**src/rtl/cpu_pkg.sv**
```systemverilog
// rtl/cpu_pkg.sv - shared opcodes, control-bit indices and step constants for the SAP-style CPU
package cpu_pkg;

  localparam int CW_W   = 15;
  localparam int STEP_W = 3;

  localparam logic [3:0] OP_NOP = 4'd0;
  localparam logic [3:0] OP_LDA = 4'd1;
  localparam logic [3:0] OP_ADD = 4'd2;
  localparam logic [3:0] OP_SUB = 4'd3;
  localparam logic [3:0] OP_STA = 4'd4;
  localparam logic [3:0] OP_LDI = 4'd5;
  localparam logic [3:0] OP_JMP = 4'd6;
  localparam logic [3:0] OP_JC  = 4'd7;
  localparam logic [3:0] OP_JZ  = 4'd8;
  localparam logic [3:0] OP_OUT = 4'd14;
  localparam logic [3:0] OP_HLT = 4'd15;

  localparam int CP   = 14;
  localparam int EP   = 13;
  localparam int LP   = 12;
  localparam int NLMA = 11;
  localparam int NLMD = 10;
  localparam int NCE  = 9;
  localparam int NLR  = 8;
  localparam int NLI  = 7;
  localparam int NEI  = 6;
  localparam int NLA  = 5;
  localparam int EA   = 4;
  localparam int SUB  = 3;
  localparam int EU   = 2;
  localparam int NLB  = 1;
  localparam int NLO  = 0;

  // Active-low bits parked high, active-high bits low.
  localparam logic [CW_W-1:0] CW_IDLE = 15'h0FE3;

  localparam logic [STEP_W-1:0] T0 = 3'd0;
  localparam logic [STEP_W-1:0] T1 = 3'd1;
  localparam logic [STEP_W-1:0] T2 = 3'd2;
  localparam logic [STEP_W-1:0] T3 = 3'd3;
  localparam logic [STEP_W-1:0] T4 = 3'd4;
  localparam logic [STEP_W-1:0] T5 = 3'd5;

endpackage

```
**src/rtl/microcode_sequencer_if.sv**
```systemverilog
// rtl/microcode_sequencer_if.sv - opcode/flag inputs and control-word outputs of the sequencer
interface microcode_sequencer_if;
  import cpu_pkg::*;

  logic [3:0]        opcode;
  logic              cf;
  logic              zf;
  logic [CW_W-1:0]   control_word;
  logic [STEP_W-1:0] step;
  logic              halted;

  modport master (input opcode, cf, zf, output control_word, step, halted);
  modport slave  (output opcode, cf, zf, input control_word, step, halted);

endinterface

```
**src/rtl/microcode_rom.sv**
```systemverilog
// rtl/microcode_rom.sv - combinational decode of (step, opcode, flags) into control word and last-step flag
module microcode_rom
  import cpu_pkg::*;
(
  input  logic [STEP_W-1:0] step,
  input  logic [3:0]        opcode,
  input  logic              cf,
  input  logic              zf,
  output logic [CW_W-1:0]   cw,
  output logic              last_step
);

  always_comb begin
    cw        = CW_IDLE;
    last_step = 1'b0;
    case (step)
      T0: begin
        cw[EP]   = 1'b1;
        cw[NLMA] = 1'b0;
      end
      T1: cw[CP] = 1'b1;
      T2: begin
        cw[NCE] = 1'b0;
        cw[NLI] = 1'b0;
      end
      T3: begin
        last_step = 1'b1;
        case (opcode)
          OP_LDA, OP_ADD, OP_SUB, OP_STA: begin
            cw[NEI]   = 1'b0;
            cw[NLMA]  = 1'b0;
            last_step = 1'b0;
          end
          OP_LDI: begin
            cw[NEI] = 1'b0;
            cw[NLA] = 1'b0;
          end
          OP_JMP: begin
            cw[NEI] = 1'b0;
            cw[LP]  = 1'b1;
          end
          OP_JC: if (cf) begin
            cw[NEI] = 1'b0;
            cw[LP]  = 1'b1;
          end
          OP_JZ: if (zf) begin
            cw[NEI] = 1'b0;
            cw[LP]  = 1'b1;
          end
          OP_OUT: begin
            cw[EA]  = 1'b1;
            cw[NLO] = 1'b0;
          end
          default: ;
        endcase
      end
      T4: begin
        case (opcode)
          OP_LDA: begin
            cw[NCE]   = 1'b0;
            cw[NLA]   = 1'b0;
            last_step = 1'b1;
          end
          OP_ADD, OP_SUB: begin
            cw[NCE] = 1'b0;
            cw[NLB] = 1'b0;
            cw[SUB] = (opcode == OP_SUB);
          end
          OP_STA: begin
            cw[EA]   = 1'b1;
            cw[NLMD] = 1'b0;
          end
          // Opcode changed under a short instruction: end it rather than run on.
          default: last_step = 1'b1;
        endcase
      end
      T5: begin
        last_step = 1'b1;
        case (opcode)
          OP_ADD, OP_SUB: begin
            cw[EU]  = 1'b1;
            cw[NLA] = 1'b0;
            cw[SUB] = (opcode == OP_SUB);
          end
          OP_STA: cw[NLR] = 1'b0;
          default: ;
        endcase
      end
      default: last_step = 1'b1;
    endcase
  end

endmodule

```
**src/rtl/microcode_sequencer.sv**
```systemverilog
// rtl/microcode_sequencer.sv - T-step counter and HALT state driving the CPU control word
module microcode_sequencer
  import cpu_pkg::*;
(
  input  logic                  clk,
  input  logic                  clear,
  microcode_sequencer_if.master bus
);

  logic [STEP_W-1:0] step_q, step_d;
  logic              halted_q, halted_d;
  logic [CW_W-1:0]   rom_cw;
  logic              rom_last;

  microcode_rom u_rom (
    .step      (step_q),
    .opcode    (bus.opcode),
    .cf        (bus.cf),
    .zf        (bus.zf),
    .cw        (rom_cw),
    .last_step (rom_last)
  );

  always_comb begin
    step_d   = step_q;
    halted_d = halted_q;
    if (halted_q) begin
      step_d = step_q;
    end else if (step_q == T3 && bus.opcode == OP_HLT) begin
      halted_d = 1'b1;
    end else if (rom_last) begin
      step_d = T0;
    end else begin
      step_d = step_q + 3'd1;
    end
  end

  always_ff @(posedge clk) begin
    if (clear) begin
      step_q   <= T0;
      halted_q <= 1'b0;
    end else begin
      step_q   <= step_d;
      halted_q <= halted_d;
    end
  end

  assign bus.control_word = (clear || halted_q) ? CW_IDLE : rom_cw;
  assign bus.step         = step_q;
  assign bus.halted       = halted_q;

endmodule

```
**src/flat_wrapper.sv**
```systemverilog
// flat-port wrapper written by rule: the top's interface ports become plain ports
module microcode_sequencer_flat import cpu_pkg::*;
  (clk, clear, bus_opcode, bus_cf, bus_zf, bus_control_word, bus_step, bus_halted);
  microcode_sequencer_if bus_i ();
  input  logic clk;
  input  logic clear;
  input wire logic [$bits(bus_i.opcode)-1:0] bus_opcode;
  input wire logic [$bits(bus_i.cf)-1:0] bus_cf;
  input wire logic [$bits(bus_i.zf)-1:0] bus_zf;
  output wire logic [$bits(bus_i.control_word)-1:0] bus_control_word;
  output wire logic [$bits(bus_i.step)-1:0] bus_step;
  output wire logic [$bits(bus_i.halted)-1:0] bus_halted;
  assign bus_i.opcode = bus_opcode;
  assign bus_i.cf = bus_cf;
  assign bus_i.zf = bus_zf;
  assign bus_control_word = bus_i.control_word;
  assign bus_step = bus_i.step;
  assign bus_halted = bus_i.halted;
  microcode_sequencer u_core (.clk(clk), .clear(clear), .bus(bus_i));
endmodule
```
**config.mk**
```make
export PLATFORM = sky130hd
export DESIGN_NAME = microcode_sequencer_flat
export DESIGN_NICKNAME = d
export VERILOG_FILES = /design/src/rtl/cpu_pkg.sv /design/src/rtl/microcode_sequencer_if.sv /design/src/rtl/microcode_rom.sv /design/src/rtl/microcode_sequencer.sv /design/src/flat_wrapper.sv
export SDC_FILE = /design/constraint.sdc
export NUM_CORES = 1
export LEC_CHECK = 0
export BUFFER_PORTS_ARGS = -buffer_cell sky130_fd_sc_hd__buf_2
export CORE_UTILIZATION = 53
export CTS_BUF_LIST = sky130_fd_sc_hd__clkbuf_4
export CTS_CLUSTER_SIZE = 8
export DETAILED_ROUTE_END_ITERATION = 7
export MAX_ROUTING_LAYER = met4
export PLACE_DENSITY = 0.86
export SKIP_CTS_REPAIR_TIMING = 1
export SLEW_MARGIN = 20
export SYNTH_ARGS = -nofsm -noshare
export SYNTH_HDL_FRONTEND = slang
export SYNTH_HIERARCHICAL = 1
export SYNTH_SLANG_ARGS = --single-unit
```
**constraint.sdc**
```tcl
create_clock -name clk -period 3.7 [get_ports clk]
set_clock_uncertainty 0.15 [all_clocks]
set_input_delay 0.185 -clock clk [delete_from_list [all_inputs] [get_ports clk]]
set_output_delay 0.185 -clock clk [all_outputs]
set_load 0.02 [all_outputs]
```
Yosys cells after proc, flatten, opt, wreduce, memory -nomap -nowiden
Index checks and enable logic that the tools add are counted.
{"block": "op_classes", "addsub": 1, "n_eq_ne": 15, "mux": 38, "n_bitwise": 2, "n_reduce_logical": 10}
{"cell": "1-bit 2-to-1 mux", "count": 27}
{"cell": "4-bit by 3-bit equality test with 1-bit output, second input constant", "count": 4}
{"cell": "15-bit 2-to-1 mux", "count": 1}
{"cell": "4-bit equality test, second input constant", "count": 3}
{"cell": "1-bit case mux with 3 select lines", "count": 4}
{"cell": "3-bit OR reduction", "count": 3}
{"cell": "4-bit by 2-bit equality test with 1-bit output, second input constant", "count": 2}
{"cell": "1-bit case mux with 2 select lines", "count": 4}
{"cell": "3-bit by 2-bit equality test with 1-bit output, second input constant", "count": 2}
{"cell": "3-bit equality test, second input constant", "count": 2}
{"cell": "6-bit OR reduction", "count": 1}
{"cell": "4-bit by 1-bit equality test with 1-bit output, second input constant", "count": 1}
{"cell": "4-bit OR reduction", "count": 1}
{"cell": "3-bit by 1-bit adder with 3-bit output, second input constant", "count": 1}
{"cell": "3-bit by 1-bit equality test with 1-bit output, second input constant", "count": 1}
{"cell": "3-bit zero test", "count": 1}
{"cell": "3-bit 2-to-1 mux", "count": 1}
{"cell": "2-bit 2-to-1 mux", "count": 1}
{"cell": "1-bit inverter", "count": 2}
{"cell": "2-bit AND reduction", "count": 1}
{"cell": "2-bit OR reduction", "count": 1}
{"cell": "1-bit logical AND", "count": 1}
{"cell": "1-bit logical OR", "count": 1}
{"block": "totals", "register_bits": 4, "inputBits": 8, "out_inout_bits": 19, "wordCells": 68}

Longest topological paths before layout
Gate-level depths: netlist (run 1).
{"block": "depth", "depth_word": 5, "ltp_mapped": 7, "depth_no_buf": 6}

Cells and area by module
Netlist (run 1), hierarchy kept.
{"module": "microcode_sequencer", "instances": 1, "cells_each": 46, "area_per_inst_um2": 352.8, "seq_area_each_um2": 80.1}
{"module": "microcode_rom", "instances": 1, "cells_each": 55, "area_per_inst_um2": 334.1, "seq_area_each_um2": 0.0}

Worst setup path after synthesis (run 1)
OpenSTA, ideal clock, no wires.
{"block": "synth_timing", "path_type": "register to register", "from": "reg u_core.step_q[0], in the netlist u_core/bus.step[0]", "to": "reg u_core.step_q[2], in the netlist u_core/bus.step[2]", "setup_ps": 120, "arrival_time_ps": 1604, "required_time_ps": 3430, "path_slack_ps": 1826, "path_stages_with_launch": 8, "path_buffers": 1, "period_less_slack_ps": 1874, "cell_sequence": "dfxtp_1 > buf_2 > nand2_1 > a31oi_1 > a2bb2oi_1 > nor4_1 > o2bb2ai_1 > a211o_2"}
{"block": "synth_between", "elab_chain_cells": 4, "elab_cells_between_ends": 12, "cone_classes": "1 x add/sub; 4 x eq/ne; 2 x mux; 1 x bitwise; 4 x reduce/logical"}
{"item": "start: declaration", "line": "microcode_sequencer.sv:10", "text": "logic [STEP_W-1:0] step_q, step_d;"}
{"item": "start signal: assignment", "line": "microcode_sequencer.sv:43", "text": "step_q <= step_d;"}
{"item": "3-bit by 2-bit equality test with 1-bit output (tied with other cells)", "line": "microcode_rom.sv:16", "text": "case (step)"}
{"item": "3-bit OR reduction (no source line)"}
{"item": "1-bit case mux with 3 select lines (*)", "line": "microcode_rom.sv:16"}
{"item": "via u_core.rom_last", "line": "microcode_sequencer.sv:13", "text": "logic rom_last;"}
{"item": "3-bit 2-to-1 mux (*)", "line": "microcode_sequencer.sv:31", "text": "end else if (rom_last) begin"}
Mark *: on every way through the listed nets, which the timed path passes. The rest lies on a longest branch.
A chain may end at the register's enable or synchronous reset.

Worst setup path in the final report (run 1)
{"block": "layout_timing", "from": "reg u_core.step_q[2], in the netlist u_core/bus.step[2]", "to": "out bus_control_word[8]"}
{"block": "layout_between", "elab_chain_cells": 3}
{"item": "3-bit equality test", "line": "microcode_rom.sv:16"}
{"item": "1-bit 2-to-1 mux", "line": "microcode_rom.sv:16"}
{"item": "via u_core.rom_cw[8]", "line": "microcode_sequencer.sv:12", "text": "logic [CW_W-1:0] rom_cw;"}
{"item": "15-bit 2-to-1 mux", "line": "microcode_sequencer.sv:48", "text": "assign bus.control_word = (clear || halted_q) ? CW_IDLE : rom_cw;"}
{"item": "end: declaration", "line": "flat_wrapper.sv:10", "text": "output wire logic [$bits(bus_i.control_word)-1:0] bus_control_word;"}
The timed path passes the listed nets, and every way through them passes these cells.

==> results of run 1 <==
## area by class of cell
class	instances	share of cell area (%)
tap	14	2.17
timing repair buffer	26	16.1
sequential	4	9.94
inverter	5	2.33
clock buffer	3	2.80
multi-input combinational	83	66.6
## where the power goes
part,total [µW],switching (µW),internal [µW]
registers,104,46.0,58.1
logic,225,127,98.6
clock network,54.8,18.4,36.3
## cells in the final DEF (no fill, tap or decap), drive strengths merged, types with 2 or more instances in the layout
master	instances
mux2i	2
and2	6
buf	26
nand2	11
or4b	2
nor2	8
o2111ai	2
a31oi	2
nor3	5
or3	10
nor4	4
o211ai	2
inv	5
nand3	3
dfxtp	4
nand2b	5
nor2b	3
ha	2
o21bai	2
clkbuf	3
## kinds of logic after synthesis
family / share of synthesized area, %
and+or+nand+nor: 52.3
AOI/OAI and AO/OA: 19.3
buffers and inverters: 10.2
DFF: 11.7
muxes: 2.91
adders and majority gates: 3.64
## routing by layer
metal,GRT usage [%],vias up,wire [µm]
met3,6.98,0,145
met1,33.3,321,791
met2,44.4,37,784
met4,2.68,0,0
met5,-,-,0
li1,-,407,-
## stage by stage
stage | hold slack (ps) | setup slack [ps] | power, µW | util [%] | instance area (µm²)
floorplan | 262 | 1830 | 285 | - | 687
detailed placement | 455 | 1720 | 327 | 67.7 | 783
CTS | 211 | 1550 | 385 | 69.7 | 806
finish | 213 | 1500 | 384 | 69.7 | 806
global placement | 451 | 1730 | 324 | 67.7 | 783
global route | 235 | 1390 | 420 | 69.7 | 806
## worst paths after layout
path	from	to	slack, ps	cells after the start
worst min-delay path	clear	u_core/bus.step[1]	210	2
worst max-delay path	u_core/bus.step[2]	bus_control_word[8]	1500	5
worst max register to register	u_core/bus.step[1]	u_core/bus.step[2]	1730	6
worst min register to register	u_core/bus.step[1]	u_core/bus.step[1]	520	2
## critical path, cell delays in order, from the launching register on
cell and delay [ps]:
dfxtp_1 550, nand2b_1 160, nor3_1 370, nand2b_1 80
or3_1 300, buf_2 160
## sequential cells by signal (all words and copies together) (netlist names)
register / flops
u_core/bus.halted: 1
u_core/bus.step: 3
==> flow_summary_export.csv, run 1 <==
group,metric,value,unit
run_status,outcome,"completed",
yosys,netlist_instances,101,
detailed_routing,antenna_left,0,
yosys,ys_top_cells_by_area,"dfxtp_1, or3_1, nand2_1",
global_route,antenna_found_initial,0,
cells_and_area,multi_input_area,537,µm²
timing,fin_crit,2200,ps
worst_hold_path,hp-class,"in2reg",
timing,slew_headroom,67.5,%
yosys,ys.flop_type,"dfxtp_1",
placement,hpwl,1170,µm
critical_path,worstPathArrival,1870,ps
global_route,grt_pass1_vias,609,
yosys,syn_nets,111,
cells_and_area,insertedDiodeCount,0,
detailed_routing,wl_per_cell,12.7,µm
critical_path,worstPathMaxFanout,13,
yosys,synth-edff-count,0,
floorplan,coreArea,1160,µm²
placement,gp_congestion,0.899,
pwr,irDropWorstVdd,0.352,mV
detailed_routing,remaining_drc_errors,0,
yosys,synthDistinctLibCells,38,
timing,fmax,454,MHz
timing,finalSetupTns,0,ps
cells_and_area,fin_cells,135,
yosys,synth.top_cell.area_share,11.7,%
clock_tree,clk_path_buf_depth,2,
timing,period_share,59.5,%
clock_tree,htree_levels,1,
critical_path,end_kind,"primary output",
yosys,post-synth-top-count-cell,"nand2_1",
clock_tree,cts_root_buf,"clkbuf_4",
detailed_routing,drtPass1Iterations,4,
placement,io_buffers,26,
clock_tree,numCtsBuffers,3,
timing,rsz0062_at_grt,"no",
detailed_routing,vias,765,
pwr,p_leak,0.000324,µW
critical_path,worstSetupPathType,"reg2out",
timing,tightest_slew,487,ps
yosys,yosysTopAreaCell,"dfxtp_1",
clock_tree,clock-sinks,4,
yosys,async_flop_share,0,%
timing,hold_violations,0,
detailed_routing,drt-vias-per-instance,5.67,
critical_path,cp_data_required_time,3370,ps
placement,dp.cells,132,
pwr,p_per_area,477,nW/µm²
clock_tree,clkTransAtPathRegs,40,ps
timing,finalSetupViolCount,0,
cells_and_area,drive_gt1_share,27.3,%
yosys,yosysWarnings,6,
global_route,grt_pass1_wl,2660,µm
floorplan,dieArea,1440,µm²
floorplan,rows,12,
clock_tree,cts_tree,"done",
floorplan,initial_core_util,59.4,%
detailed_routing,routed_wl,1720,µm
cells_and_area,areaGrowthSynthToFinish,17.3,%
global_route,track_usage,26.6,%
yosys,yosysSeqAreaShare,11.7,%
yosys,netlist_area,687,µm²
critical_path,cp-start-kind,"flip-flop",
yosys,synth_seq_cells,4,
timing,drv_slew,0,
floorplan,pin_count,27,
floorplan,die_width,38,µm
run,maxCapViolCount,0,
yosys,syn_area_per_cell,6.80,µm²
cells_and_area,regArea,80.1,µm²
global_route,grt_overflow,0,
detailed_routing,first_iter_violations,19,
floorplan,die_h,38,µm
clock_tree,clk_latency,240,ps
cells_and_area,fillers,95,
global_route,grt_max_degree,20,
yosys,ys_top_cells_by_count,"nand2_1, or3_1, nor2_1",
cells_and_area,fin_nets,133,
Power figures use the tool's default switching activity.
==> run 2: changes to the inputs <==
CORE_UTILIZATION = 45   (was 53)
PLACE_DENSITY = 0.78   (was 0.86)
clock period = 2 ns   (was 3.7 ns; I/O delays follow)
==> run 2 against run 1 <==
  * Register-to-register slack got worse by 1500 ps
  * Non-clock buffer count up 3
  * Worst setup slack got worse by 1400 ps
  * Global-route usage down 2.1 points
  * Die area is 17% higher
  * Critical path type unchanged
  * Largest cell class unchanged
  * Largest power group unchanged
  * Highest routed layer is now met4
==> flow_summary_export.csv, run 2 (synthesized netlist as in run 1, its figures left out) <==
group,metric,value,unit
detailed_routing,first_iter_violations,39,
detailed_routing,antenna_left,0,
clock_tree,htree_levels,1,
detailed_routing,drtPass1Iterations,4,
global_route,grt_pass1_vias,617,
timing,fmax,520,MHz
cells_and_area,fin_util,62.1,%
run,maxCapViolCount,0,
clock_tree,clk_latency,240,ps
critical_path,end_kind,"primary output",
clock_tree,clkTransAtPathRegs,40,ps
placement,postPlaceCellArea,807,µm²
placement,hpwl,1260,µm
timing,drv_slew,0,
critical_path,cp-start-kind,"flip-flop",
timing,slew_headroom,68.3,%
global_route,track_usage,24.5,%
timing,hold_violations,0,
cells_and_area,postLayoutCellArea,848,µm²
cells_and_area,fin_nets,136,
detailed_routing,routed_wl,1780,µm
global_route,grt_max_degree,20,
floorplan,dieArea,1690,µm²
clock_tree,numCtsBuffers,3,
worst_hold_path,holdPathStages,2,
placement,io_buffers,26,
pwr,p_per_area,898,nW/µm²
global_route,antenna_found_initial,0,
placement,dp.cells,136,
critical_path,reg2regPathDepth,6,
floorplan,rows,13,
cells_and_area,final_cell_mix,"buf_2, nand2_1, or3_1",
clock_tree,cts_tree,"done",
critical_path,worstSetupPathType,"reg2out",
run_status,outcome,"completed",
critical_path,worstPathArrival,1670,ps
cells_and_area,largest_register_ffs,3,
detailed_routing,vias,807,
detailed_routing,remaining_drc_errors,0,
clock_tree,cts_root_buf,"clkbuf_4",
placement,gp_congestion,0.874,
critical_path,worstPathMaxFanout,10,
floorplan,pin_count,27,
pwr,irDropWorstVdd,0.630,mV
clock_tree,clk_path_buf_depth,2,
cells_and_area,drive_gt1_share,33.9,%
detailed_routing,drt-vias-per-instance,5.81,
timing,whs,127,ps
floorplan,initial_core_util,50.3,%
critical_path,cp_data_required_time,1750,ps
timing,fin_crit,1920,ps
global_route,grt_overflow,0,
timing,tightest_slew,475,ps
cells_and_area,areaGrowthSynthToFinish,23.5,%
detailed_routing,wl_per_cell,12.8,µm
cells_and_area,insertedDiodeCount,0,
worst_hold_path,hp-class,"in2reg",
timing,period_share,96.2,%
global_route,grt_pass1_wl,2720,µm
cells_and_area,fin_cells,139,
pwr,p_leak,0.000339,µW
floorplan,coreArea,1370,µm²
floorplan,die_h,41.1,µm
timing,finalSetupViolCount,0,
floorplan,die_width,41.1,µm
cells_and_area,layout_commonest_cell,"buf_2",
clock_tree,clock-sinks,4,
-- run 2: changes by cell type in the layout (fill, tap and decap cells not counted) --
cell     delta
a21oi_1     -1
a21oi_2     +1
and3b_1     -1
and3b_2     +1
buf_2       -1
buf_4       +4
dfxtp_1     -3
dfxtp_2     +2
dfxtp_4     +1
nor3_1      -1
nor3_2      +1
-- run 2: critical path, stage by stage (launching register included) --
cell and delay [ps]:
dfxtp_2 360, buf_4 160, or4_1 530, a21oi_2 140, and2_1 120, buf_4 130
-- run 2: layout make-up --
class | instances | area, µm²
multi-input combinational | 83 | 547
fill | 132 | 518
timing repair buffer | 29 | 155
sequential | 4 | 86.3
clock buffer | 3 | 22.5
inverter | 5 | 18.8
tap | 15 | 18.8
-- run 2: path summary, 6_finish.rpt --
kind | from | endpoint | slack [ps]
min reg2reg | u_core/bus.step[0] | u_core/bus.step[0] | 420
max | u_core/bus.step[0] | bus_control_word[4] | 80
min | clear | u_core/bus.step[1] | 130
max reg2reg | u_core/bus.step[1] | u_core/bus.step[2] | 220
-- run 2: metrics by stage --
step                setup TNS (ps)  power [µW]  setup WS, ps
global route                 -5.05         830         -5.05
floorplan                        0         528           126
global placement                 0         635           197
CTS                           -221         753         -67.1
finish                           0         762          75.9
detailed placement               0         644           109
-- run 2: layer usage --
metal / up-vias / track usage [%] / share of wire, %
li1: 416 / - / -
met1: 367 / 29.7 / 46
met2: 22 / 39.5 / 49
met3: 2 / 2.72 / 4.3
met4: 0 / 12.5 / 0.34
met5: - / - / 0
-- run 2: power by group --
group | internal, µW | total (µW) | switching, µW
Clock | 67.3 | 104 | 36.4
Sequential | 115 | 182 | 66.4
Combinational | 209 | 476 | 267
